$ cat config.mk
export PLATFORM = sky130hd
export DESIGN_NAME = rx_buf_arb
export DESIGN_NICKNAME = d
export VERILOG_FILES = /design/src/rtl/rx_buf_arb.sv
export SDC_FILE = /design/constraint.sdc
export NUM_CORES = 1
export LEC_CHECK = 0
export BUFFER_PORTS_ARGS = -buffer_cell sky130_fd_sc_hd__buf_2
export CAP_MARGIN = 0
export CORE_ASPECT_RATIO = 0.8
export CORE_MARGIN = 8
export CORE_UTILIZATION = 45
export CTS_BUF_LIST = sky130_fd_sc_hd__clkbuf_4
export DETAILED_ROUTE_END_ITERATION = 8
export PLACE_DENSITY = 0.78
export SYNTH_ARGS = -nofsm -noshare
export SYNTH_HDL_FRONTEND = slang
export SYNTH_SLANG_ARGS = --single-unit
$ cat constraint.sdc
create_clock -name clk -period 1.5 [get_ports clk]
set_clock_uncertainty 0.05 [all_clocks]
set_input_delay 0.3 -clock clk [delete_from_list [all_inputs] [get_ports clk]]
set_output_delay 0.3 -clock clk [all_outputs]
set_load 0.02 [all_outputs]
$ cat src/rtl/rx_buf_arb.sv
// Round-robin arbiter that owns the rx buffer read port on behalf of three requesters.
// Each tenure is capped at MAX_HOLD grant cycles, and read data is tagged back to its owner.
module rx_buf_arb #(
  parameter int unsigned MAX_HOLD = 2047
) (
  input  logic        clk,
  input  logic        reset,
  input  logic [2:0]  req,
  input  logic [10:0] raddr0,
  input  logic [10:0] raddr1,
  input  logic [10:0] raddr2,
  output logic [2:0]  gnt,
  output logic        rx_buf_rden,
  output logic [10:0] rx_buf_raddr,
  input  logic [7:0]  rx_buf_rdata,
  output logic [7:0]  rdata,
  output logic [2:0]  rdata_vld,
  output logic        hold_timeout
);

  typedef enum logic {IDLE = 1'b0, GRANT = 1'b1} state_t;

  localparam logic [10:0] HOLD_LAST = 11'(MAX_HOLD - 1);

  state_t      state_r, state_s;
  logic [1:0]  ptr_r, ptr_s;
  logic [1:0]  owner_r, owner_s;
  logic [10:0] hold_r, hold_s;
  logic [2:0]  gnt_r, gnt_s;
  logic        rden_r, rden_s;
  logic [10:0] raddr_r, raddr_s;
  logic        timeout_r, timeout_s;
  logic [2:0]  vld_r;
  logic        own_req_s;
  logic [10:0] own_addr_s;

  function automatic logic [2:0] onehot3(input logic [1:0] idx);
    logic [2:0] oh;
    case (idx)
      2'd0:    oh = 3'b001;
      2'd1:    oh = 3'b010;
      2'd2:    oh = 3'b100;
      default: oh = 3'b000;
    endcase
    return oh;
  endfunction

  function automatic logic [1:0] next_idx(input logic [1:0] idx);
    logic [1:0] nx;
    case (idx)
      2'd0:    nx = 2'd1;
      2'd1:    nx = 2'd2;
      default: nx = 2'd0;
    endcase
    return nx;
  endfunction

  // Search order ptr, ptr+1, ptr+2; pointer code 3 behaves as 0.
  function automatic logic [1:0] pick(input logic [2:0] r, input logic [1:0] p);
    logic [1:0] base, i1, i2, win;
    base = (p == 2'd3) ? 2'd0 : p;
    i1   = next_idx(base);
    i2   = next_idx(i1);
    if (r[base]) begin
      win = base;
    end else if (r[i1]) begin
      win = i1;
    end else begin
      win = i2;
    end
    return win;
  endfunction

  // Request and address of the current owner.
  always_comb begin
    own_req_s  = 1'b0;
    own_addr_s = 11'd0;
    case (owner_r)
      2'd0:    begin own_req_s = req[0]; own_addr_s = raddr0; end
      2'd1:    begin own_req_s = req[1]; own_addr_s = raddr1; end
      2'd2:    begin own_req_s = req[2]; own_addr_s = raddr2; end
      default: begin own_req_s = 1'b0;   own_addr_s = 11'd0;  end
    endcase
  end

  // Next-state and next-output logic; every tenure ends in IDLE so handovers always see a gap.
  always_comb begin
    state_s   = state_r;
    ptr_s     = ptr_r;
    owner_s   = owner_r;
    hold_s    = hold_r;
    gnt_s     = 3'b000;
    rden_s    = 1'b0;
    raddr_s   = 11'd0;
    timeout_s = 1'b0;
    case (state_r)
      IDLE: begin
        if (req != 3'b000) begin
          owner_s = pick(req, ptr_r);
          gnt_s   = onehot3(owner_s);
          hold_s  = 11'd0;
          state_s = GRANT;
        end else begin
          state_s = IDLE;
        end
      end
      GRANT: begin
        if (!own_req_s) begin
          state_s = IDLE;
          ptr_s   = next_idx(owner_r);
        end else if (hold_r == HOLD_LAST) begin
          state_s   = IDLE;
          ptr_s     = next_idx(owner_r);
          timeout_s = 1'b1;
        end else begin
          gnt_s   = onehot3(owner_r);
          rden_s  = 1'b1;
          raddr_s = own_addr_s;
          hold_s  = hold_r + 11'd1;
        end
      end
      default: begin
        state_s = IDLE;
      end
    endcase
  end

  // State and registered outputs; owner_r is stable while a read is in flight, so it tags rdata_vld.
  always_ff @(posedge clk or negedge reset) begin
    if (!reset) begin
      state_r   <= IDLE;
      ptr_r     <= 2'd0;
      owner_r   <= 2'd0;
      hold_r    <= 11'd0;
      gnt_r     <= 3'b000;
      rden_r    <= 1'b0;
      raddr_r   <= 11'd0;
      timeout_r <= 1'b0;
      vld_r     <= 3'b000;
    end else begin
      state_r   <= state_s;
      ptr_r     <= ptr_s;
      owner_r   <= owner_s;
      hold_r    <= hold_s;
      gnt_r     <= gnt_s;
      rden_r    <= rden_s;
      raddr_r   <= raddr_s;
      timeout_r <= timeout_s;
      vld_r     <= rden_r ? onehot3(owner_r) : 3'b000;
    end
  end

  assign gnt          = gnt_r;
  assign rx_buf_rden  = rden_r;
  assign rx_buf_raddr = raddr_r;
  assign rdata        = rx_buf_rdata;
  assign rdata_vld    = vld_r;
  assign hold_timeout = timeout_r;

endmodule

[Yosys cells after proc, flatten, opt, wreduce, memory -nomap -nowiden]
Index checks and enable logic that the tools add are counted.
Cells by class
  reductions and logical operators: 8
  bitwise logic cells: 1
  equal/unequal tests: 12
  magnitude comparators: 2
  add/subtract/negate cells: 1
  multiplexer cells: 40
Operator list (number)
  two-way mux 11 bit: 6
  one-hot mux 11 bit (3 select lines): 1
  one-hot mux 11 bit (2 select lines): 1
  two-way mux 2 bit: 9
  one-hot mux 3 bit (3 select lines): 2
  two-way mux 3 bit: 4
  one-hot mux 2 bit (2 select lines): 3
  adder 11 x 1 -> 11 bit, second input constant: 1
  == test 11 bit, second input constant: 1
  two-way mux 1 bit: 9
  == test 2 x 1 -> 1 bit, second input constant: 4
  zero test 2 bit: 4
  == test 2 bit, second input constant: 3
  < comparator 2 x 3 -> 1 bit, second input constant: 2
  one-hot mux 3 bit (2 select lines): 1
  binary-select mux 1 bit (select 2 bit): 2
  != test 2 x 1 -> 1 bit, second input constant: 2
  != test 2 bit, second input constant: 2
  AND reduction 2 bit: 2
  one-hot mux 1 bit (3 select lines): 1
  AND reduction 3 bit: 1
  nonzero test 3 bit: 1
  one-hot mux 1 bit (2 select lines): 1
  inverter 1 bit: 1
Word-level totals
  output and inout bits: 27
  register bits after elaboration: 35
  logic and storage cells: 73

[Logic depth before layout (Yosys ltp)]
  depth in word-level cells: 16
  mapped depth: 8
  depth with buffers taken out: 8

[Worst setup path after synthesis]
Ideal clock, no wire load.
  path kind: reg2reg
  start: reg hold_r[0]
  end: reg hold_r[4]
  library setup time: 129 ps
  arrival: 1416 ps
  cell stages (with the launch flop): 9
  slack: -95 ps
  path through: dfrtp_1 > inv_1 > ha_1 > and4_1 > nand4_1 > nand3_2 > buf_2 > o211ai_1 > o31ai_1
Between the ends
  word-level cells in the longest chain between the ends: 4
Ends and longest elaborated chain
  from (decl): RTL line 28  | logic [10:0] hold_r, hold_s;
  from (signal assigned): RTL line 144  | hold_r <= hold_s;
  adder 11 x 1 -> 11 bit: RTL line 119  | hold_s = hold_r + 11'd1;
  two-way mux 11 bit: RTL line 111  | end else if (hold_r == HOLD_LAST) begin
  two-way mux 11 bit: RTL line 108  | if (!own_req_s) begin
  one-hot mux 11 bit (2 select lines): RTL line 96  | case (state_r)
Several ways; a longest one is shown, not always the timed one. The select of a mux whose other input is x is not followed.
A chain may end at the register's enable or synchronous reset.

[Worst setup path in the final report]
  start: reg hold_r[0]
  end: reg ptr_r[0]
Between the ends
  word-level cells in the longest chain between the ends: 3
Ends and longest elaborated chain
  == test 11 bit: RTL line 111
  != test 2 x 1 -> 1 bit (no line)
  AND reduction 2 bit (no line)
  to (signal assigned): RTL line 142  | ptr_r <= ptr_s;
  to (decl): RTL line 26  | logic [1:0] ptr_r, ptr_s;
No other way between the ends.

==> out/metrics.cfg <==
[run_status]
status = finished, violations left
violations = negative setup slack

[cells_and_area]
drive_gt1_share_pct = 45.8
fillers = 311
nets = 311
final_area_um2 = 2460
post-route-util_pct = 64.7
fin_cells = 317
syn_to_final_growth_pct = 36.9
antennaDiodeCount = 0

[clocking]
clk_pin_slew_worst_paths_ns = 0.11
cts_buffer_depth = 2
worstSkewPairLatency_ns = 0.33
cts_buffers = 5
cts_tree = yes
htree_levels = 2
cts-root-buf = clkbuf_4
numClockSinks = 35

[floorplanning]
core_area_um2 = 3800
start_util_pct = 47.2
die_y_um = 72.5
std_cell_rows = 20
die_area_um2 = 6280
die_w_um = 86.6
ios = 73

[placement]
gp_congestion = 0.898
io_buffer_count = 56
placedCellCount = 303
place.detailed.hpwl_mm = 3.46
dpl_cell_area_um2 = 2240

[logic_synthesis]
syn_avg_cell_area_um2 = 9.66
synth_cell_types = 37
synthFlopType = dfrtp_1
synth_top_area_cell = dfrtp_1
syn_nets = 236
synth_top_area_share_pct = 48.7
yosysMostFrequentCell = dfrtp_1
synth_area_um2 = 1800
ys_seq_area_share_pct = 48.7
synth_commonest_cells = 35 x dfrtp_1, 30 x nor2_1, 15 x a21oi_1, 15 x nand2_1, 14 x mux2i_1
synthCells = 186
ys_seq_elements = 35
async_flop_share_pct = 100
ys_warn_count = 0
yosys-top-cells-area = dfrtp_1 49%, mux2i_1 7.8%, nor2_1 6.3%
synth_edf_count = 0

[routing]
vias = 1602
drtIter0Drc = 66
viasPerCell = 5.05
drt_pass1_iterations = 4
avgRoutedWirePerCell_um = 14.6
drt-total-wl_mm = 4.63
antenna_left = 0
drc_errors = 0

[run]
maxCapViolCount = 0

[hold_path]
hold_path_class = in2reg

[worst_setup_path]
crit_chain = inv_1, ha_1, and4_1, nand4_1, buf_4, nand2_2, nand2_2, mux2_4
max_stage_delay_ns = 0.39
critPathRequiredTime_ns = 1.68
path_depth = 8
crit_family = simple AND/OR/NAND/NOR gates
cp_max_fo = 2
arrival_ns = 1.89
timing.rr.end = ptr_r[0]
cp-end-kind = flip-flop
cp-start-kind = flip-flop
crit_end = ptr_r[0]
crit_start = hold_r[0]
rr_startpoint = hold_r[0]
critPathKind = reg2reg
crit_path_frequent_cell = nand2_2
reg2reg_depth = 8
critPathBufInv = 2
cpMaxStageDelayCell = dfrtp_1
rrSetupSlack_ns = -0.21

[sta]
slew_headroom_pct = 62.1
finalMaxSlewViolations = 0
min_period_over_period_pct = 114
fin_ws_ns = -0.207
setup_tns_ns = -1.79
hold_violations = 0
fmax_mhz = 586
setup_violations = 22
rsz0062_at_grt = yes
min_period_ns = 1.71
worst_pin_slew_ns = 0.566

[global_route]
grt.overflow.total = 0
grt_pass1_vias = 1694
grt_pass1_wl_mm = 7.57
antenna_found_initial = 0
grtUsageTotal_pct = 15.2
grt_max_degree = 21

[power]
p_total_w = 0.00410
leakage_nw = 1.23
peakVddDrop_uv = 728
powerDensity_nw_per_um2 = 1670

-- layout make-up --
cell class | instances | area (um^2) | area share (%)
timing repair buffer | 84 | 517 | 21.0
multi-input combinational | 130 | 925 | 37.6
sequential | 35 | 876 | 35.6
clock inverter | 3 | 15.0 | 0.610
inverter | 5 | 21.3 | 0.865
clock buffer | 5 | 37.5 | 1.53
tap | 55 | 68.8 | 2.80
-- cell usage in the layout (no fill, tap or decap), types with 3 or more instances in the layout --
| cell | n |
|---|---|
| a21oi_1 | 12 |
| clkbuf_4 | 5 |
| buf_4 | 23 |
| buf_6 | 3 |
| mux2i_1 | 14 |
| nand4_1 | 3 |
| and2_1 | 4 |
| buf_2 | 56 |
| nand2_1 | 12 |
| nand2_2 | 3 |
| nand3_1 | 6 |
| xor2_1 | 3 |
| a21oi_2 | 3 |
| dfrtp_1 | 35 |
| clkinv_2 | 3 |
| o21ai_1 | 4 |
| nor2_1 | 30 |
-- stage by stage --
stage	hold WS [ns]	setup slack [ns]
final	0.146	-0.207
after floorplan	-0.0456	-0.0636
after CTS	0.143	-0.167
after detailed placement	0.192	-0.156
after global placement	0.187	-0.0922
after global routing	0.158	-0.255
-- how the worst min path moves through the flow --
stage / end / start / cells past startpoint / slack (ns)
after floorplan: gnt[0] / reset / 0 / -0.05
after global placement: rx_buf_raddr[3] / reset / 1 / 0.19
after detailed placement: rx_buf_raddr[3] / reset / 1 / 0.19
after CTS: rx_buf_raddr[0] / raddr2[0] / 3 / 0.14
after global routing: rx_buf_raddr[1] / raddr2[1] / 3 / 0.16
final: rx_buf_raddr[3] / raddr2[3] / 3 / 0.15
-- report_power, final --
part           total [W]  switching, W  internal (W)
combinational    0.00226       0.00125       0.00100
sequential       0.00135      0.000157       0.00119
clock           0.000500      0.000325      0.000175
total            0.00410       0.00174       0.00237
-- what timing repair did --
action                                 in CTS  in global routing
gates resized for setup                    16                 17
endpoints found under the hold margin      15                  0
hold buffers                                1                  0
pin swaps                                   6                  6
setup endpoints to repair                  30                 31
setup buffers                               2                  2
cloned                                      1                  0
-- flip-flops by register name, indices dropped and copies added (netlist names) --
name          cells
gnt               3
rx_buf_raddr     11
hold_r           11
rdata_vld         3
state_r           1
rx_buf_rden       1
owner_r           2
hold_timeout      1
ptr_r             2
-- routing by layer --
metal / GRT usage, % / wire, um / vias up
met5: 0 / 0 / -
li1: - / - / 792
met4: 6.10 / 72 / 0
met2: 24.6 / 2160 / 58
met3: 6.55 / 376 / 9
met1: 17.3 / 2020 / 743
-- cells by family (layout without fill, tap and decap cells) --
group	Yosys count	in the layout	share of synthesized area, %
adders and majority gates	4	4	2.79
xor gates and xnor gates	3	3	1.46
buffers and inverters	21	97	6.48
muxes	17	17	9.68
DFF	35	35	48.7
AOI/OAI and AO/OA	33	33	11.8
and+or+nand+nor	73	73	19.0
-- worst min-delay path, stage by stage --
cell and delay (ns):
buf_2 0.07, a21oi_1 0.05, nor2_1 0.07
No activity file was read; power rests on OpenSTA's default activity.
